$ cat src/rtl/instr_fetch_unit.sv
`default_nettype none
`timescale 1ns/1ps
// ============================================================================
// Module   : instr_fetch_unit
// Purpose  : Fetch stage in front of decode. It owns the PC, issues in-order
//            word requests to instruction memory, buffers the returned words
//            in a small FIFO and presents {pc, instr, opcode} to decode.
//            A branch/jump redirect flushes the FIFO and discards responses
//            that are still in flight.
// Ports    : clk, rst_n                        clock, async active-low reset
//            imem_req_valid/ready/addr         request channel (valid/ready)
//            imem_rsp_valid/data               response channel (valid only)
//            redirect_valid/pc                 branch/jump redirect pulse
//            id_valid/ready/pc/instr/opcode    decode handshake and payload
//            id_illegal                        unsupported-opcode flag
// Params   : RESET_PC  first fetch address after reset
//            DEPTH     limit on outstanding requests + buffered words (1..4)
// Options  : IFU_OPCODE_CHECK_EN  when defined, id_illegal flags opcodes
//            outside the supported set; otherwise id_illegal is tied to 0.
// Revision : 1.0  initial release
// ============================================================================
module instr_fetch_unit #(
  parameter logic [31:0] RESET_PC = 32'h0000_0000,
  parameter int          DEPTH    = 2
) (
  input  logic        clk,
  input  logic        rst_n,
  output logic        imem_req_valid,
  input  logic        imem_req_ready,
  output logic [31:0] imem_req_addr,
  input  logic        imem_rsp_valid,
  input  logic [31:0] imem_rsp_data,
  input  logic        redirect_valid,
  input  logic [31:0] redirect_pc,
  output logic        id_valid,
  input  logic        id_ready,
  output logic [31:0] id_pc,
  output logic [31:0] id_instr,
  output logic [6:0]  id_opcode,
  output logic        id_illegal
);

  // Storage is rounded up to a power of two; pointers wrap at DEPTH-1.
  localparam int              c_PW       = (DEPTH > 1) ? $clog2(DEPTH) : 1;
  localparam int              c_SLOTS    = 1 << c_PW;
  localparam logic [c_PW-1:0] c_LAST     = c_PW'(DEPTH - 1);
  localparam logic [2:0]      c_DEPTH    = 3'(DEPTH);
  localparam logic [31:0]     c_RESET_PC = {RESET_PC[31:2], 2'b00};

  localparam logic [1:0] c_BOOT  = 2'd0;
  localparam logic [1:0] c_RUN   = 2'd1;
  localparam logic [1:0] c_DRAIN = 2'd2;

  logic [1:0]      r_state;
  logic [1:0]      w_state_nxt;
  logic [31:0]     r_pc;
  logic [2:0]      r_outstanding;
  logic [2:0]      r_discard;

  // Tag FIFO: addresses of issued requests, popped by every response.
  logic [31:0]     r_tag [c_SLOTS];
  logic [c_PW-1:0] r_tag_wr;
  logic [c_PW-1:0] r_tag_rd;

  // Instruction FIFO towards decode.
  logic [31:0]     r_fifo_pc    [c_SLOTS];
  logic [31:0]     r_fifo_instr [c_SLOTS];
  logic [c_PW-1:0] r_wr_ptr;
  logic [c_PW-1:0] r_rd_ptr;
  logic [2:0]      r_count;

  logic            w_credit;
  logic            w_req_valid;
  logic            w_req_fire;
  logic            w_drop_std;
  logic            w_push;
  logic            w_id_valid;
  logic            w_pop;
  logic [2:0]      w_inflight;
  logic [31:0]     w_head_instr;
  logic            w_unused_bits;

  function automatic logic [c_PW-1:0] f_next(input logic [c_PW-1:0] p);
    if (p == c_LAST) return '0;
    return p + 1'b1;
  endfunction

  // Credit counts both in-flight requests and words already buffered, so a
  // response can always be pushed without overflow.
  assign w_credit    = ({1'b0, r_outstanding} + {1'b0, r_count}) < {1'b0, c_DEPTH};
  assign w_req_valid = (r_state != c_BOOT) && w_credit && !redirect_valid;
  assign w_req_fire  = w_req_valid && imem_req_ready;

  // A response is dropped while discards are pending or when it coincides
  // with a redirect; otherwise it is buffered.
  assign w_drop_std  = imem_rsp_valid && (r_discard != 3'd0);
  assign w_push      = imem_rsp_valid && (r_discard == 3'd0) && !redirect_valid;

  assign w_id_valid  = (r_count != 3'd0) && !redirect_valid;
  assign w_pop       = w_id_valid && id_ready;

  // Requests still owed a response after this cycle's response (if any).
  assign w_inflight  = r_outstanding - 3'(imem_rsp_valid);

  // Low bits of the redirect target are ignored; the PC is forced aligned.
  assign w_unused_bits = &{1'b0, redirect_pc[1:0]};

  always_comb begin
    w_state_nxt = r_state;
    case (r_state)
      c_BOOT:  w_state_nxt = c_RUN;
      c_RUN:   if (redirect_valid && (w_inflight != 3'd0)) w_state_nxt = c_DRAIN;
      c_DRAIN: if (!redirect_valid &&
                   ((r_discard == 3'd0) || (w_drop_std && (r_discard == 3'd1))))
                 w_state_nxt = c_RUN;
      default: w_state_nxt = c_BOOT;
    endcase
  end

  always_ff @(posedge clk or negedge rst_n) begin
    if (!rst_n) begin
      r_state       <= c_BOOT;
      r_pc          <= c_RESET_PC;
      r_outstanding <= 3'd0;
      r_discard     <= 3'd0;
    end else begin
      r_state       <= w_state_nxt;
      r_outstanding <= r_outstanding + 3'(w_req_fire) - 3'(imem_rsp_valid);
      if (redirect_valid) begin
        r_pc      <= {redirect_pc[31:2], 2'b00};
        r_discard <= w_inflight;
      end else begin
        if (w_req_fire) r_pc <= r_pc + 32'd4;
        if (w_drop_std) r_discard <= r_discard - 3'd1;
      end
    end
  end

  // Tag FIFO is not flushed on redirect: discarded responses still consume
  // their tags so later tags stay aligned with later responses.
  always_ff @(posedge clk or negedge rst_n) begin
    if (!rst_n) begin
      for (int i = 0; i < c_SLOTS; i++) r_tag[i] <= '0;
      r_tag_wr <= '0;
      r_tag_rd <= '0;
    end else begin
      if (w_req_fire) begin
        r_tag[r_tag_wr] <= r_pc;
        r_tag_wr        <= f_next(r_tag_wr);
      end
      if (imem_rsp_valid) r_tag_rd <= f_next(r_tag_rd);
    end
  end

  always_ff @(posedge clk or negedge rst_n) begin
    if (!rst_n) begin
      for (int i = 0; i < c_SLOTS; i++) begin
        r_fifo_pc[i]    <= '0;
        r_fifo_instr[i] <= '0;
      end
      r_wr_ptr <= '0;
      r_rd_ptr <= '0;
      r_count  <= 3'd0;
    end else if (redirect_valid) begin
      r_wr_ptr <= '0;
      r_rd_ptr <= '0;
      r_count  <= 3'd0;
    end else begin
      if (w_push) begin
        r_fifo_pc[r_wr_ptr]    <= r_tag[r_tag_rd];
        r_fifo_instr[r_wr_ptr] <= imem_rsp_data;
        r_wr_ptr               <= f_next(r_wr_ptr);
      end
      if (w_pop) r_rd_ptr <= f_next(r_rd_ptr);
      r_count <= r_count + 3'(w_push) - 3'(w_pop);
    end
  end

  assign w_head_instr   = r_fifo_instr[r_rd_ptr];
  assign imem_req_valid = w_req_valid;
  assign imem_req_addr  = r_pc;
  assign id_valid       = w_id_valid;
  assign id_pc          = r_fifo_pc[r_rd_ptr];
  assign id_instr       = w_head_instr;
  assign id_opcode      = w_head_instr[6:0];

`ifdef IFU_OPCODE_CHECK_EN
  logic w_opcode_ok;

  always_comb begin
    w_opcode_ok = 1'b0;
    case (w_head_instr[6:0])
      7'b0110011, 7'b0000011, 7'b0010011, 7'b1100111,
      7'b0100011, 7'b1100011, 7'b0010111, 7'b0110111,
      7'b1101111, 7'b1010011, 7'b0000111, 7'b0100111: w_opcode_ok = 1'b1;
      default:                                        w_opcode_ok = 1'b0;
    endcase
  end

  assign id_illegal = w_id_valid && !w_opcode_ok;
`else
  assign id_illegal = 1'b0;
`endif

endmodule
`default_nettype wire

$ cat config.mk
export PLATFORM = sky130hd
export DESIGN_NAME = instr_fetch_unit
export DESIGN_NICKNAME = d
export VERILOG_FILES = /design/src/rtl/instr_fetch_unit.sv
export SDC_FILE = /design/constraint.sdc
export NUM_CORES = 1
export LEC_CHECK = 0
export CORE_UTILIZATION = 58
export CTS_CLUSTER_SIZE = 30
export DETAILED_ROUTE_END_ITERATION = 16
export GPL_TIMING_DRIVEN = 0
export PLACE_DENSITY = 0.9
export SYNTH_ARGS = -nofsm -noshare
export SYNTH_HDL_FRONTEND = slang
export SYNTH_SLANG_ARGS = --single-unit
$ cat constraint.sdc
create_clock -name clk -period 6.3 [get_ports clk]
set_input_delay 1.26 -clock clk [delete_from_list [all_inputs] [get_ports clk]]
set_output_delay 1.26 -clock clk [all_outputs]
set_load 0.02 [all_outputs]
Yosys cells after proc, flatten, opt, wreduce, memory -nomap -nowiden:

Index checks and enable logic that the tools add are counted.

* logic and storage cells: 117
* bits in registers: 239
* output and inout port bits: 106
* bits of input ports: 70

* bitwise operators: 5
* reduce and logical (&&, ||, !) cells: 27
* magnitude comparators: 7
* equality and inequality tests: 5
* muxes and demuxes: 46
* $add $sub $neg: 12

Operators by type and width (number)
* 2-to-1 mux 32 bit: 13
* bitwise mux 64 bit: 3
* demux 32 bit (select 1 bit): 2
* adder 32 x 3 -> 32 bit (second input constant): 1
* 2-to-1 mux 1 bit: 22
* logical AND 1 bit: 13
* nonzero test 2 bit: 5
* 2-to-1 mux 3 bit: 3
* nonzero test 3 bit: 3
* subtractor 3 x 1 -> 3 bit: 3
* greater-or-equal comparator 2 bit (second input constant): 4
* inverter 1 -> 2 bit: 4
* adder 3 x 1 -> 3 bit: 2
* one-hot mux 2 bit (3 select lines): 1
* adder 1 bit (second input constant): 4
* adder 3 x 3 -> 4 bit: 1
* less-than comparator 2 x 1 -> 1 bit (second input constant): 2
* less-than comparator 4 x 2 -> 1 bit (second input constant): 1
* 2-to-1 mux 2 bit: 2
* inequality test 2 bit (second input constant): 2
* AND reduction 2 bit: 2
* equality test 3 x 1 -> 1 bit (second input constant): 1
* zero test 3 bit: 1
* subtractor 3 x 1 -> 3 bit (second input constant): 1
* other kinds (6): 6

Logic depth before layout (Yosys ltp):

* depth in word-level cells: 8
* depth in mapped cells: 14
* depth with buffers taken out: 12

Worst setup path after synthesis:

Ideal clock, no wire load.

* kind: in2out
* start: input port redirect_valid
* end: output port imem_req_valid
* data arrival time: 2.421 ns
* data required time: 5.040 ns
* setup slack: 2.619 ns
* stages on the path: 3
* cell sequence: clkbuf_1 -> buf_1 -> nor4b_1

* cells in the longest elaborated chain, start to end: 2

RTL lines
* from (decl): RTL line 33 `input logic redirect_valid,`
* zero test 1 bit: RTL line 91 `assign w_req_valid = (r_state != c_BOOT) && w_credit && !redirect_valid;`
* logical AND 1 bit: RTL line 91
* to (decl): RTL line 28 `output logic imem_req_valid,`

Every way passes these cells.

Worst setup path in the final report:

Same ends and word-level chain as after synthesis.

==> flow_summary.yaml <==
sta:
  maxSlewViolCount: 0
  min_period_ns: 4.84
  tightest_slew_ns: 0.823
  fin_skew_ns: 0.00949
  hold_slack_ns: 0.473
  hold_viol: 0
  clock.fmax_ghz: 0.207
  finalSetupViolCount: 0
  slew_headroom: 0.451
  rsz0062_at_grt: "false"
  finalCritPeriodShare: 0.768
die:
  die_area_sq_um: 18800
  die_h_um: 137
  rows: 49
  io-pin-count: 176
  start_util: 0.590
  core_area_sq_um: 18000
  die_x_um: 137
synthesis:
  synthFlopType: "dfrtp_1"
  ys_seq_area_frac: 0.541
  synth_top_cell_by_area: "dfrtp_1"
  synth-warning-count: 0
  mappedNetlistArea_sq_um: 10600
  synth_edf_count: 0
  synth_cell_types: 59
  synth_top_area_frac: 0.541
  syn_inst: 878
  synth.area.top_cells: "dfrtp_1 (54%), mux2_2 (19%), mux2i_1 (3.1%), o21ai_0 (2.6%), nand2_1 (2.3%)"
  synth-seq-cells: 229
  synth.avg_cell_area_sq_um: 12.1
  ys_async_sr_fraction: 1.00
grt:
  grt_pass1_vias: 7690
  grt_max_degree: 108
  grt_usage: 0.278
  use_met2: 0.458
  grt_pass1_wl_um: 40300
  grt_use_met3: 0.0427
  antenna_found_initial: 0
  grt_use_met1: 0.378
  grt_overflow: 0
  busiest_layer: "met2"
layout:
  fill_cells: 1184
  multiInputGateArea_sq_um: 4450
  final_cell_mix: "dfrtp_1 (229), mux2_2 (183), clkdlybuf4s50_1 (167), nand2_1 (66), o21ai_0 (55)"
  diodes: 0
  seqCellArea_sq_um: 5730
  drive_gt1_frac: 0.255
  nNetsFinal: 1163
  layout_commonest_cell: "dfrtp_1"
  fin_util: 0.748
  areaGrowthSynthToFinish_pct: 26.8
clock_tree:
  cts_hold_buf: 0
  tritoncts: "done"
  cts_resized: 0
  clockRootBuffer: "clkbuf_16"
  ctsHtreeMaxLevel: 1
  numCtsBuffers: 24
  postCtsSetupBuffers: 0
  cts_buffer_depth: 3
  clkLatencyLatePin_ns: 0.51
  clkSlewWorstSetupHoldPaths_ns: 0.06
  cts_sinks: 229
hold_path:
  min_path_type: "flip-flop to flip-flop"
  hold_start: "r_fifo_pc[25]$_DFFE_PN0P_"
worst_setup_path:
  path_max_fanout: 10
  crit_required_ns: 5.04
  cp.arrival_ns: 3.58
  end_kind: "output port"
  worstSetupStartpoint: "redirect_valid"
  crit_type: "input pin to output port"
  startpoint_type: "input pin"
  r2r_start: "r_outstanding[1]$_DFF_PN0_"
route:
  via_per_inst: 5.81
  postRouteAntennaNets: 0
  vias: 7674
  firstDrtPassIters: 5
  wire_per_inst_um: 19.5
  drtIter0Drc: 480
  drc: 0
  routed_wl_um: 25700
place:
  numPortBuffers: 168
  dp_hpwl_um: 17600
  gp_congestion: 0.837
run_status:
  status: "finished clean"
pwr:
  power.density_nw_per_um2: 478
  irDropWorstVdd_mv: 0.325
  p_leak_nw: 6.02
flow_run:
  maxCapViolations: 0
[critical path, cell delays in order]
cell             delay [ns]
clkdlybuf4s50_1        0.52
clkbuf_1               0.52
buf_1                  0.57
nor4b_1                0.13
clkdlybuf4s50_1        0.57
[synth_stat cells (6+ instances only)]
library cell  number
dfrtp_1          229
mux2_2           183
nand2_1           66
o21ai_0           55
nor2_1            47
a21oi_1           43
mux2i_1           33
buf_2             22
nand3_1           22
clkbuf_1          20
buf_4             19
inv_1             15
ha_1              12
nand4_1            9
o211ai_1           9
nand3b_1           8
xnor2_1            6
[registers in the layout, indices dropped and copies added, names as in the netlist]
| signal | count |
|---|---|
| imem_req_addr | 30 |
| r_count | 3 |
| r_discard | 3 |
| r_fifo_instr | 64 |
| r_fifo_pc | 60 |
| r_outstanding | 3 |
| r_rd_ptr | 1 |
| r_state | 2 |
| r_tag | 60 |
| r_tag_rd | 1 |
| r_tag_wr | 1 |
| r_wr_ptr | 1 |
[power by group]
group	internal (mW)	total [mW]	switching, mW	leakage [nW]
clock	0.852	1.40	0.548	0.391
sequential	1.99	2.34	0.347	2.94
combinational	1.39	2.68	1.29	2.69
total	4.24	6.42	2.19	6.02
[stage by stage]
stage	worst slack, ns	cells	power [mW]	cell area, sq um	setup TNS, ns
2_1_floorplan	2.62	882	3.94	10600	0
3_3_place_gp	-5.42	1279	4.89	12600	-1236.04
3_5_place_dp	1.53	1281	5.01	12600	0
4_1_cts	1.51	1321	6.45	13400	0
5_1_grt	1.40	1321	6.76	13400	0
6_report	1.46	1321	6.42	13400	0
[cell families (layout without fill, tap and decap cells)]
group | after synthesis | after routing | share of synthesized area
mux | 217 | 217 | 0.227
xor+xnor | 11 | 11 | 0.00909
flops | 229 | 229 | 0.541
buf+inv | 82 | 292 | 0.0411
compound gates | 133 | 133 | 0.0738
simple gates | 190 | 190 | 0.0886
other cells | 1 | 5 | 0.000354
fa+ha+maj | 15 | 15 | 0.0198
[per-layer routing]
layer / vias to the layer above / share of wire
met2: 297 / 0.49
met1: 3834 / 0.42
met4: 0 / 0.025
met3: 51 / 0.069
li1: 3492 / -
met5: - / 0
[worst paths after layout]
check | to | slack (ns) | cells after the start
max | imem_req_valid | 1.46 | 5
min in group asynchronous | r_fifo_instr[27]$_DFFE_PN0P_ | 0.63 | 1
min | r_fifo_pc[25]$_DFFE_PN0P_ | 0.47 | 2
max in group asynchronous | r_discard[1]$_DFFE_PN0P_ | 4.50 | 3
min reg2reg | r_fifo_pc[25]$_DFFE_PN0P_ | 0.47 | 2
max reg2reg | r_outstanding[2]$_DFF_PN0_ | 2.98 | 14
[final cells by class]
type	instances	share of cell area
Sequential cell	229	0.426
Multi-Input combinational cell	571	0.331
Timing Repair Buffer	170	0.130
Clock buffer	36	0.0556
Buffer	66	0.0276
Tap cell	229	0.0213
Inverter	16	0.00484
Clock inverter	4	0.00354
(Power assumes the default switching activity.)
